[config.mk]
export PLATFORM = sky130hd
export DESIGN_NAME = des_round_engine_flat
export DESIGN_NICKNAME = d
export VERILOG_FILES = /design/src/rtl/des_pkg.sv /design/src/rtl/des_if.sv /design/src/rtl/des_round_engine_f.sv /design/src/rtl/des_round_engine.sv /design/src/flat_wrapper.sv
export SDC_FILE = /design/constraint.sdc
export NUM_CORES = 1
export LEC_CHECK = 0
export ABC_AREA = 1
export CORE_UTILIZATION = 25
export CTS_CLUSTER_SIZE = 14
export DETAILED_ROUTE_END_ITERATION = 6
export PLACE_DENSITY_LB_ADDON = 0.12
export SLEW_MARGIN = 20
export SYNTH_ARGS = -nofsm -noshare
export SYNTH_HDL_FRONTEND = slang
export SYNTH_SLANG_ARGS = --single-unit
[constraint.sdc]
create_clock -name clk -period 6.06 [get_ports clk]
set_input_delay 1.515 -clock clk [delete_from_list [all_inputs] [get_ports clk]]
set_output_delay 1.515 -clock clk [all_outputs]
set_load 0.05 [all_outputs]
[src/rtl/des_pkg.sv]
// Shared DES definitions: widths, key-schedule tables, per-round shift amounts
// and the round-engine state encoding.
package des_pkg;

  localparam int HALF_W   = 32;
  localparam int KEY_W    = 64;
  localparam int CD_W     = 28;
  localparam int SUBKEY_W = 48;

  typedef enum logic [1:0] {
    IDLE = 2'd0,
    RUN  = 2'd1,
    DONE = 2'd2
  } state_t;

  localparam int PC1_T [56] = '{
    57, 49, 41, 33, 25, 17,  9,  1, 58, 50, 42, 34, 26, 18,
    10,  2, 59, 51, 43, 35, 27, 19, 11,  3, 60, 52, 44, 36,
    63, 55, 47, 39, 31, 23, 15,  7, 62, 54, 46, 38, 30, 22,
    14,  6, 61, 53, 45, 37, 29, 21, 13,  5, 28, 20, 12,  4
  };

  localparam int PC2_T [48] = '{
    14, 17, 11, 24,  1,  5,  3, 28, 15,  6, 21, 10,
    23, 19, 12,  4, 26,  8, 16,  7, 27, 20, 13,  2,
    41, 52, 31, 37, 47, 55, 30, 40, 51, 45, 33, 48,
    44, 49, 39, 56, 34, 53, 46, 42, 50, 36, 29, 32
  };

  localparam logic [1:0] SHIFTS [16] = '{
    2'd1, 2'd1, 2'd2, 2'd2, 2'd2, 2'd2, 2'd2, 2'd2,
    2'd1, 2'd2, 2'd2, 2'd2, 2'd2, 2'd2, 2'd2, 2'd1
  };

  function automatic logic [1:CD_W*2] pc1(input logic [1:KEY_W] k);
    logic [1:CD_W*2] o;
    for (int i = 0; i < CD_W*2; i++) o[i+1] = k[PC1_T[i]];
    return o;
  endfunction

  function automatic logic [1:SUBKEY_W] pc2(input logic [1:CD_W*2] cd);
    logic [1:SUBKEY_W] o;
    for (int i = 0; i < SUBKEY_W; i++) o[i+1] = cd[PC2_T[i]];
    return o;
  endfunction

  // Decrypt walks the schedule backwards: no move on round 1, then right rotations.
  function automatic logic [1:0] shift_amt(input int rnd, input logic dec);
    logic [1:0] s;
    if (rnd < 1 || rnd > 16) s = 2'd0;
    else if (dec && rnd == 1) s = 2'd0;
    else s = SHIFTS[rnd-1];
    return s;
  endfunction

  function automatic logic [1:CD_W] rotl(input logic [1:CD_W] v, input logic [1:0] n);
    logic [1:CD_W] o;
    case (n)
      2'd1:    o = {v[2:CD_W], v[1]};
      2'd2:    o = {v[3:CD_W], v[1:2]};
      default: o = v;
    endcase
    return o;
  endfunction

  function automatic logic [1:CD_W] rotr(input logic [1:CD_W] v, input logic [1:0] n);
    logic [1:CD_W] o;
    case (n)
      2'd1:    o = {v[CD_W], v[1:CD_W-1]};
      2'd2:    o = {v[CD_W-1:CD_W], v[1:CD_W-2]};
      default: o = v;
    endcase
    return o;
  endfunction

endpackage

[src/rtl/des_if.sv]
// Block-in / preoutput-out handshake between IP, the round engine and FP.
interface des_if;
  import des_pkg::*;

  logic                in_valid;
  logic                in_ready;
  logic [1:HALF_W]     left_in;
  logic [1:HALF_W]     right_in;
  logic [1:KEY_W]      key;
  logic                decrypt;
  logic                out_valid;
  logic                out_ready;
  logic [1:HALF_W]     left_out;
  logic [1:HALF_W]     right_out;

  modport master (
    output in_valid, left_in, right_in, key, decrypt, out_ready,
    input  in_ready, out_valid, left_out, right_out
  );

  modport slave (
    input  in_valid, left_in, right_in, key, decrypt, out_ready,
    output in_ready, out_valid, left_out, right_out
  );
endinterface

[src/rtl/des_round_engine_f.sv]
// DES round function f(R, K): E expansion, subkey mix, S1-S8, P permutation.
module des_f_function
  import des_pkg::*;
(
  input  logic [1:HALF_W]   r,
  input  logic [1:SUBKEY_W] k,
  output logic [1:HALF_W]   f
);

  localparam int E_T [48] = '{
    32,  1,  2,  3,  4,  5,  4,  5,  6,  7,  8,  9,
     8,  9, 10, 11, 12, 13, 12, 13, 14, 15, 16, 17,
    16, 17, 18, 19, 20, 21, 20, 21, 22, 23, 24, 25,
    24, 25, 26, 27, 28, 29, 28, 29, 30, 31, 32,  1
  };

  localparam int P_T [32] = '{
    16,  7, 20, 21, 29, 12, 28, 17,  1, 15, 23, 26,  5, 18, 31, 10,
     2,  8, 24, 14, 32, 27,  3,  9, 19, 13, 30,  6, 22, 11,  4, 25
  };

  // Each box packs its 64 entries row-major, entry 0 in the top nibble.
  localparam logic [255:0] SBOX [8] = '{
    256'hE4D12FB83A6C59070F74E2D1A6CB953841E8D62BFC973A50FC8249175B3EA06D,
    256'hF18E6B34972DC05A3D47F28EC01A69B50E7BA4D158C6932FD8A13F42B67C05E9,
    256'hA09E63F51DC7B428D709346A285ECBF1D6498F30B12C5AE71AD069874FE3B52C,
    256'h7DE3069A1285BC4FD8B56F03472C1AE9A690CB7DF13E52843F06A1D8945BC72E,
    256'h2C417AB6853FD0E9EB2C47D150FA3986421BAD78F9C5630EB8C71E2D6F09A453,
    256'hC1AF92680D34E75BAF427C9561DE0B389EF528C3704A1DB6432C95FABE17608D,
    256'h4B2EF08D3C975A61D0B7491AE35C2F8614BDC37EAF6805926BD814A7950FE23C,
    256'hD2846FB1A93E50C71FD8A374C56B0E927B419CE206ADF35821E74A8DFC90356B
  };

  logic [1:SUBKEY_W] x_s;
  logic [1:HALF_W]   s_s;

  // Outer bits select the row, inner four bits the column.
  function automatic logic [3:0] sbox(input int j, input logic [1:6] b);
    logic [5:0] ix;
    ix = {b[1], b[6], b[2:5]};
    return SBOX[j][4*(63-int'(ix)) +: 4];
  endfunction

  // Expand, mix with the subkey, substitute and permute.
  always_comb begin
    x_s = '0;
    s_s = '0;
    f   = '0;
    for (int i = 0; i < SUBKEY_W; i++) x_s[i+1] = r[E_T[i]] ^ k[i+1];
    for (int j = 0; j < 8; j++) s_s[4*j+1 +: 4] = sbox(j, x_s[6*j+1 +: 6]);
    for (int i = 0; i < HALF_W; i++) f[i+1] = s_s[P_T[i]];
  end

endmodule

[src/rtl/des_round_engine.sv]
// Iterative DES Feistel core: one round per clock with an on-the-fly key
// schedule, handing the swapped preoutput (R16, L16) on to FP.
module des_round_engine
  import des_pkg::*;
#(
  parameter int ROUNDS = 16
) (
  input logic clk,
  input logic rst_n,
  des_if.slave bus
);

  localparam int RW = $clog2(ROUNDS + 1);

  state_t            state_r, state_s;
  logic [1:0]        rst_sync_r;
  logic              rst_int_n;
  logic [1:HALF_W]   l_r, r_r, f_s, left_out_r, right_out_r;
  logic [1:CD_W]     c_r, d_r, c_s, d_s;
  logic [1:SUBKEY_W] k_s;
  logic [RW-1:0]     round_r;
  logic              dec_r, out_valid_r, in_ready_s, last_s;
  logic [1:0]        sh_s;

  // Reset asserts asynchronously and releases on a clock edge.
  always_ff @(posedge clk or negedge rst_n) begin
    if (!rst_n) rst_sync_r <= 2'b00;
    else        rst_sync_r <= {rst_sync_r[0], 1'b1};
  end
  assign rst_int_n = rst_sync_r[1];

  // State register.
  always_ff @(posedge clk or negedge rst_int_n) begin
    if (!rst_int_n) state_r <= IDLE;
    else            state_r <= state_s;
  end

  // Next-state logic.
  always_comb begin
    state_s = state_r;
    case (state_r)
      IDLE:    if (bus.in_valid) state_s = RUN;  else state_s = IDLE;
      RUN:     if (last_s)       state_s = DONE; else state_s = RUN;
      DONE:    if (bus.out_ready) state_s = IDLE; else state_s = DONE;
      default: state_s = IDLE;
    endcase
  end

  // Handshake outputs decoded from state.
  always_comb begin
    in_ready_s = 1'b0;
    if (state_r == IDLE) in_ready_s = 1'b1;
    else                 in_ready_s = 1'b0;
  end

  // Subkey for the current round, from the rotated C/D halves.
  always_comb begin
    last_s = (round_r == RW'(ROUNDS));
    sh_s   = shift_amt(int'(round_r), dec_r);
    c_s    = c_r;
    d_s    = d_r;
    if (dec_r) begin
      c_s = rotr(c_r, sh_s);
      d_s = rotr(d_r, sh_s);
    end else begin
      c_s = rotl(c_r, sh_s);
      d_s = rotl(d_r, sh_s);
    end
    k_s = pc2({c_s, d_s});
  end

  des_f_function u_f (
    .r (r_r),
    .k (k_s),
    .f (f_s)
  );

  // Block capture, Feistel rounds and the registered preoutput.
  always_ff @(posedge clk or negedge rst_int_n) begin
    if (!rst_int_n) begin
      l_r         <= '0;
      r_r         <= '0;
      c_r         <= '0;
      d_r         <= '0;
      round_r     <= '0;
      dec_r       <= 1'b0;
      out_valid_r <= 1'b0;
      left_out_r  <= '0;
      right_out_r <= '0;
    end else begin
      case (state_r)
        IDLE: if (bus.in_valid) begin
          l_r        <= bus.left_in;
          r_r        <= bus.right_in;
          {c_r, d_r} <= pc1(bus.key);
          dec_r      <= bus.decrypt;
          round_r    <= RW'(1);
        end
        RUN: begin
          l_r     <= r_r;
          r_r     <= l_r ^ f_s;
          c_r     <= c_s;
          d_r     <= d_s;
          round_r <= round_r + RW'(1);
          if (last_s) begin
            left_out_r  <= l_r ^ f_s;
            right_out_r <= r_r;
            out_valid_r <= 1'b1;
          end
        end
        DONE: if (bus.out_ready) out_valid_r <= 1'b0;
        default: out_valid_r <= 1'b0;
      endcase
    end
  end

  assign bus.in_ready  = in_ready_s;
  assign bus.out_valid = out_valid_r;
  assign bus.left_out  = left_out_r;
  assign bus.right_out = right_out_r;

endmodule
[src/flat_wrapper.sv]
// flat-port wrapper written by rule: the top's interface ports become plain ports
module des_round_engine_flat import des_pkg::*;
#(
  parameter int ROUNDS = 16
)
  (clk, rst_n, bus_in_valid, bus_left_in, bus_right_in, bus_key, bus_decrypt, bus_out_ready, bus_in_ready, bus_out_valid, bus_left_out, bus_right_out);
  des_if bus_i ();
  input logic clk;
  input logic rst_n;
  input wire logic [$bits(bus_i.in_valid)-1:0] bus_in_valid;
  input wire logic [$bits(bus_i.left_in)-1:0] bus_left_in;
  input wire logic [$bits(bus_i.right_in)-1:0] bus_right_in;
  input wire logic [$bits(bus_i.key)-1:0] bus_key;
  input wire logic [$bits(bus_i.decrypt)-1:0] bus_decrypt;
  input wire logic [$bits(bus_i.out_ready)-1:0] bus_out_ready;
  output wire logic [$bits(bus_i.in_ready)-1:0] bus_in_ready;
  output wire logic [$bits(bus_i.out_valid)-1:0] bus_out_valid;
  output wire logic [$bits(bus_i.left_out)-1:0] bus_left_out;
  output wire logic [$bits(bus_i.right_out)-1:0] bus_right_out;
  assign bus_i.in_valid = bus_in_valid;
  assign bus_i.left_in = bus_left_in;
  assign bus_i.right_in = bus_right_in;
  assign bus_i.key = bus_key;
  assign bus_i.decrypt = bus_decrypt;
  assign bus_i.out_ready = bus_out_ready;
  assign bus_in_ready = bus_i.in_ready;
  assign bus_out_valid = bus_i.out_valid;
  assign bus_left_out = bus_i.left_out;
  assign bus_right_out = bus_i.right_out;
  des_round_engine #(.ROUNDS(ROUNDS)) u_core (.clk(clk), .rst_n(rst_n), .bus(bus_i));
endmodule
* Word level (Yosys, flattened, before mapping) *
Memory sizes are Yosys's and may differ from the RTL's.
Cells that the tools add are included.

word-level totals
  bits in read-only memories = 32
  output and inout bits = 66
  register bits = 195
  memories = 1
  bits of input ports = 133
  word-level logic and storage cells = 133

memories
  name              depth  width  rd ports  clocked after Yosys merged registers in  wr ports  RTL line       source
  (name not given)  16     2      1         0                                        0         des_pkg.sv:52  else s = SHIFTS[rnd-1];

cells by class
  add/sub/neg operators = 10
  bitwise gates (word level) = 51
  equal/unequal tests = 10
  shift operators = 8
  multiplexer cells = 28
  order comparisons = 3
  reduce and logical (&&, ||, !) cells = 9

operator list
  operator                  count
  $shiftx 256x9->4 const A  8
  $pmux 28 s2               6
  $pmux 32 s2               2
  $mux 28                   4
  $mux 32                   2
  $sub 6x6->7 const A       8
  $xor 1x1->1               48
  $ge 32x5->1 const B       1
  $not 32->32               1
  $xor 32x32->32            1
  $mux 2                    6
  $pmux 5 s2                1
  $pmux 2 s3                1
  $reduce_and 2->1          3
  $reduce_and 3->1          2
  $sub 5x1->6 const B       1
  $add 5x1->5 const B       1
  $eq 5x2->1 const B        1
  $eq 5x5->1 const B        1
  $gt 5x5->1 const B        1
  $lt 5x1->1 const B        1
  $mux 5                    1
  $eq 2x1->1 const B        2
  $eq 2x2->1 const B        2
  10 further kinds          14

* Logic depth before layout (Yosys ltp) *
  word-level depth = 15
  mapped depth = 33
  gate-level depth less buffers = 31

* Hierarchy *
From an unflattened synthesis, not the netlist that was laid out.

unflattened totals
  cell total of the unflattened synthesis = 2,684
  area total of the unflattened synthesis = 16,274.4 sq um

by module, submodules not included
  module            cells each  sequential area each (sq um)  area each (sq um)  instances
  des_round_engine  1,559       4,879.7                       10,821.6           1
  des_f_function    1,125       0.0                           5,452.7            1

* Least setup slack after synthesis *
Ideal clock, no wire load.

  path kind = flip-flop to flip-flop
  start = register u_core.dec_r
  end = register u_core.left_out_r (netlist bit u_core.bus.left_out[24])
  arrival = 3.571 ns
  path slack = 2.372 ns
  buffers on the path = 5
  cell stages (with the launch flop) = 29
  period minus slack after synthesis = 3.688 ns
  library setup time = 0.118 ns
  cell sequence = dfrtp_1 > buf_4 > buf_4 > buf_2 > nand4_1 > inv_1 > nor2_1 > inv_1 > nor3_1 > inv_1 > ha_1 > buf_4 > clkbuf_1 > nand2_1 > nand2_1 > nand2_1 > nand2_2 > inv_2 > ha_1 > nand2_1 > nand2_1 > nor3_1 > nor2_1 > nand2_1 > nand2_1 > nand2_1 > nand2_1 > nand2_1 > nand2_1

between the ends
  longest elaborated chain between the ends = 10
  elaborated cells on any way between the ends = 17
  classes of those cells = add/sub: 1; eq/ne: 2; shift: 1; mux: 5; bitwise: 7; reduce/logical: 1

RTL lines
  element                                          RTL line                      source
  start: declaration                               des_round_engine.sv:22        logic dec_r, out_valid_r, in_ready_s, last_s;
  start signal: assignment                         des_round_engine.sv:96        dec_r <= bus.decrypt;
  $logic_and 1x1->1                                des_pkg.sv:51                 else if (dec && rnd == 1) s = 2'd0;
  $mux 2                                           des_pkg.sv:51
  $mux 2                                           des_pkg.sv:50                 if (rnd < 1 || rnd > 16) s = 2'd0;
  $eq 2x2->1 / $eq 2x1->1 (equally long branches)  des_pkg.sv:58, des_pkg.sv:68
  $pmux 28 s2, on equally long branches            des_pkg.sv:58, des_pkg.sv:68
  $mux 28 *                                        des_round_engine.sv:62        if (dec_r) begin
  $xor 1x1->1                                      des_round_engine_f.sv:49      for (int i = 0; i < SUBKEY_W; i++) x_s[i+1] = r[E_T[i]] ^ k[i+1];
  $sub 6x6->7 *                                    des_round_engine_f.sv:41      return SBOX[j][4*(63-int'(ix)) +: 4];
  $shiftx 256x9->4 *                               des_round_engine_f.sv:41
  $xor 32x32->32 *                                 des_round_engine.sv:106       left_out_r <= l_r ^ f_s;
  end signal: assignment                           des_round_engine.sv:106
  end: declaration                                 des_round_engine.sv:18        logic [1:HALF_W] l_r, r_r, f_s, left_out_r, right_out_r;

Every way passes the cells marked *; elsewhere a longest branch is shown, timed or not.
A chain may end at the register's enable or synchronous reset.

* Worst setup path after layout *
  start = register u_core.round_r[0]
  end = register u_core.r_r[2] in the netlist's numbering

between the ends
  longest elaborated chain between the ends = 15
  elaborated cells on any way between the ends = 27
  classes of those cells = add/sub: 2; order compare: 2; eq/ne: 3; shift: 1; mux: 8; bitwise: 8; reduce/logical: 2; memory: 1

RTL lines
  element                                          RTL line                      source
  start: declaration                               des_round_engine.sv:21        logic [RW-1:0] round_r;
  start signal: assignment                         des_round_engine.sv:104       round_r <= round_r + RW'(1);
  $sub 5x1->6                                      des_pkg.sv:52
  $not 32->32 (not written as such)                des_pkg.sv:52
  $mem_v2 16x2                                     n/a
  $mux 2 (not written as such) (2 in a row)        des_pkg.sv:52
  $mux 2                                           des_pkg.sv:51
  $mux 2 *                                         des_pkg.sv:50
  $eq 2x2->1 / $eq 2x1->1 (equally long branches)  des_pkg.sv:58, des_pkg.sv:68
  $pmux 28 s2, on equally long branches            des_pkg.sv:58, des_pkg.sv:68
  $mux 28 *                                        des_round_engine.sv:62
  $xor 1x1->1                                      des_round_engine_f.sv:49
  $sub 6x6->7 *                                    des_round_engine_f.sv:41
  $shiftx 256x9->4 *                               des_round_engine_f.sv:41
  $xor 32x32->32 *                                 des_round_engine.sv:101       r_r <= l_r ^ f_s;
  $pmux 32 s2 *                                    des_round_engine.sv:91        case (state_r)
  end signal: assignment                           des_round_engine.sv:94        r_r <= bus.right_in;
  end signal: assignment                           des_round_engine.sv:101
  end: declaration                                 des_round_engine.sv:18

Every way passes the cells marked *; elsewhere a longest branch is shown, timed or not. The select of a mux whose other input is x is not followed.

==> flow_summary.json <==
{
  "status": "finished clean",
  "synthCells": 2530,
  "wl_met3_um": 3971,
  "crit_path_max_incr_delay_ns": 0.44,
  "yosys.area_share.simple_pct": 44.98,
  "cts_resized": 0,
  "insertion_delay_ns": 0.51,
  "synth.distinct_cells": 37,
  "hp-class": "flip-flop to flip-flop",
  "post_cts_buffers": 0,
  "die_area_um2": 64870,
  "gp_congestion": 0.9088,
  "max_slew_margin_pct": 33.34,
  "grt_pass1_vias": 16490,
  "synth-compound-area-share_pct": 8.293,
  "finalMaxSlewViolations": 0,
  "cts_tree": "done",
  "grt_use_total_pct": 21.94,
  "worst-endpoint-required_ns": 6.46,
  "multi_input_area_um2": 9629,
  "seqCellArea_um2": 4885,
  "top_layer": "met4",
  "worst_pin_slew_ns": 0.9999,
  "start_util_pct": 25.31,
  "rr_worst_depth": 27,
  "synth.avg_cell_area_um2": 6.309,
  "drive_gt1_share_pct": 4.944,
  "grt_pass1_wl_um": 105100,
  "synth_xor_area_share_pct": 2.101,
  "arrival_ns": 5.26,
  "port-buffer-count": 190,
  "post-route-period-util_pct": 80.15,
  "clk_root_buffer_cell": "clkbuf_16",
  "synth_commonest_cells": "1034 x nand2_1, 591 x nand3_1, 216 x inv_1",
  "synth_nets": 2723,
  "crit_type": "flip-flop to flip-flop",
  "num_vias": 17490,
  "nNetsFinal": 2851,
  "hold_depth": 0,
  "ys_warn_count": 0,
  "drcViolationCount": 0,
  "grt-ovfl-total": 0,
  "avgViaCountPerCell": 4.973,
  "synth_top_family_by_area": "simple AND/OR/NAND/NOR gates",
  "crit_slowest_cell": "dfrtp_1",
  "hold_buffers": 0,
  "m1WireLength_um": 34240,
  "fmax_mhz": 205.9,
  "num_rows": 92,
  "die_h_um": 254.7,
  "synth_most_common_cell": "nand2_1",
  "ant_nets": 0,
  "fin_tns_setup_ns": 0,
  "critical_path.top_delay_family": "simple AND/OR/NAND/NOR gates",
  "clockBufferDepth": 2,
  "synth-adder-area-share_pct": 4.703,
  "startpoint_type": "flip-flop",
  "grt_max_degree": 98,
  "drt_wl_total_um": 70240,
  "area_growth_pct": 20.13,
  "path_buf_inv": 4,
  "num_antenna_cells": 0,
  "max_cap_violations": 0,
  "synthMuxAreaShare_pct": 0.06271,
  "cts-htree-levels": 4,
  "endpoint_kind": "flip-flop",
  "synth_seq_cells": 195,
  "async_flop_share_pct": 100.0,
  "hold_viol": 0,
  "cp.depth": 27,
  "synth.largest_area_cell": "dfrtp_1",
  "finalWorstPathRequiredPeriod_ns": 4.857,
  "fp.dieW_um": 254.7,
  "final_cells": 3516,
  "firstDrtPassIters": 6,
  "netlist_area_um2": 15960,
  "ys_seq_area_share_pct": 30.57,
  "synthFlopType": "dfrtp_1",
  "path_clk_slew_ns": 0.08,
  "crit_top_cell": "nand2_1",
  "numCtsBuffers": 17,
  "synth_top_area_share_pct": 30.57,
  "synth_area_leaders": "dfrtp_1 31%, nand2_1 24%, nand3_1 19%",
  "core_um2": 63080,
  "cts_sinks": 195,
  "hpwl_um": 53490,
  "nFillCells": 7085,
  "grt_setup_unrepaired": "false",
  "grt_antenna_before_repair": 0,
  "synth_edf_count": 0,
  "setup_viol_count_final": 0,
  "drt_iter0_markers": 1559,
  "crit_fanout": 30,
  "skew_ns": 0.01703,
  "io_pins": 199,
  "wl_met2_um": 30490,
  "avgRoutedWirePerCell_um": 19.98,
  "dp_cells": 3484
}
==> area by class of cell <==
cell class	instances	area share, %
clock buffer	18	2.238
inverter	236	4.652
multi-input combinational	1989	50.22
timing repair buffer	219	11.29
sequential	195	25.47
clock inverter	13	0.6133
tap	846	5.520
==> per-layer routing <==
layer  GRT usage, %  up-vias
li1               -     8544
met1          31.56     8372
met2          33.34      517
met3          3.848       53
met4          6.074        0
met5              0        -
==> through the flow <==
step | setup WS (ns) | hold slack (ns) | cell area [µm²] | util, %
2_1_floorplan | 0.2238 | 0.3312 | 15960 | -
3_3_place_gp | 1.273 | 0.3356 | 18600 | 29.48
3_5_place_dp | 1.210 | 0.3405 | 18600 | 29.48
4_1_cts | 1.201 | 0.3587 | 19150 | 30.35
5_1_grt | 0.5996 | 0.3593 | 19180 | 30.40
6_report | 1.203 | 0.3569 | 19180 | 30.40
==> path summary, 6_finish.rpt <==
check / end / slack (ns) / start
min in group asynchronous: u_core.d_r[18]$_DFFE_PN0P_ / 0.51 / u_core.rst_sync_r[1]$_DFF_PN0_
worst min-delay path: u_core.rst_sync_r[1]$_DFF_PN0_ / 0.36 / u_core.rst_sync_r[0]$_DFF_PN0_
worst min register to register: u_core.rst_sync_r[1]$_DFF_PN0_ / 0.36 / u_core.rst_sync_r[0]$_DFF_PN0_
worst max-delay path: u_core.r_r[2]$_DFFE_PN0P_ / 1.20 / u_core.round_r[0]$_DFFE_PN0P_
max in group asynchronous: u_core.bus.left_out[27]$_DFFE_PN0P_ / 4.36 / u_core.rst_sync_r[1]$_DFF_PN0_
worst max register to register: u_core.r_r[2]$_DFFE_PN0P_ / 1.20 / u_core.round_r[0]$_DFFE_PN0P_
==> cells by family (layout without fill, tap and decap cells) <==
kind of cell / count (synthesis) / count (layout)
AOI/OAI and AO/OA: 213 / 213
xor gates and xnor gates: 19 / 19
adders and majority gates: 60 / 60
buffers and inverters: 346 / 486
DFF: 195 / 195
muxes: 1 / 1
other: 1 / 1
and+or+nand+nor: 1695 / 1695
==> layout by cell type (no fill, tap or decap), types with 3 or more instances in the layout <==
cell,n
nand2_1,1034
nand3_1,591
inv_1,216
dfrtp_1,193
clkdlybuf4s50_1,190
o21ai_0,102
ha_1,58
nor2_1,34
a22oi_1,30
buf_4,26
nand2_2,23
o221ai_1,21
clkbuf_16,17
inv_2,16
o21ai_1,15
a21oi_1,12
o211ai_1,10
a31oi_1,9
xor2_1,7
xor2_4,7
o21ai_2,6
nor3_1,5
xor2_2,5
inv_8,5
clkinvlp_4,4
o21ai_4,3
==> sequential cells by signal (all words and copies together), names as in the netlist <==
register,flops
u_core.state_r,2
u_core.bus.out_valid,1
u_core.c_r,28
u_core.dec_r,1
u_core.l_r,32
u_core.bus.right_out,32
u_core.rst_sync_r,2
u_core.r_r,32
u_core.d_r,28
u_core.round_r,5
u_core.bus.left_out,32
Power is not shown: default switching activity piles up to over one toggle a cycle in this logic, so the estimate is an artifact.
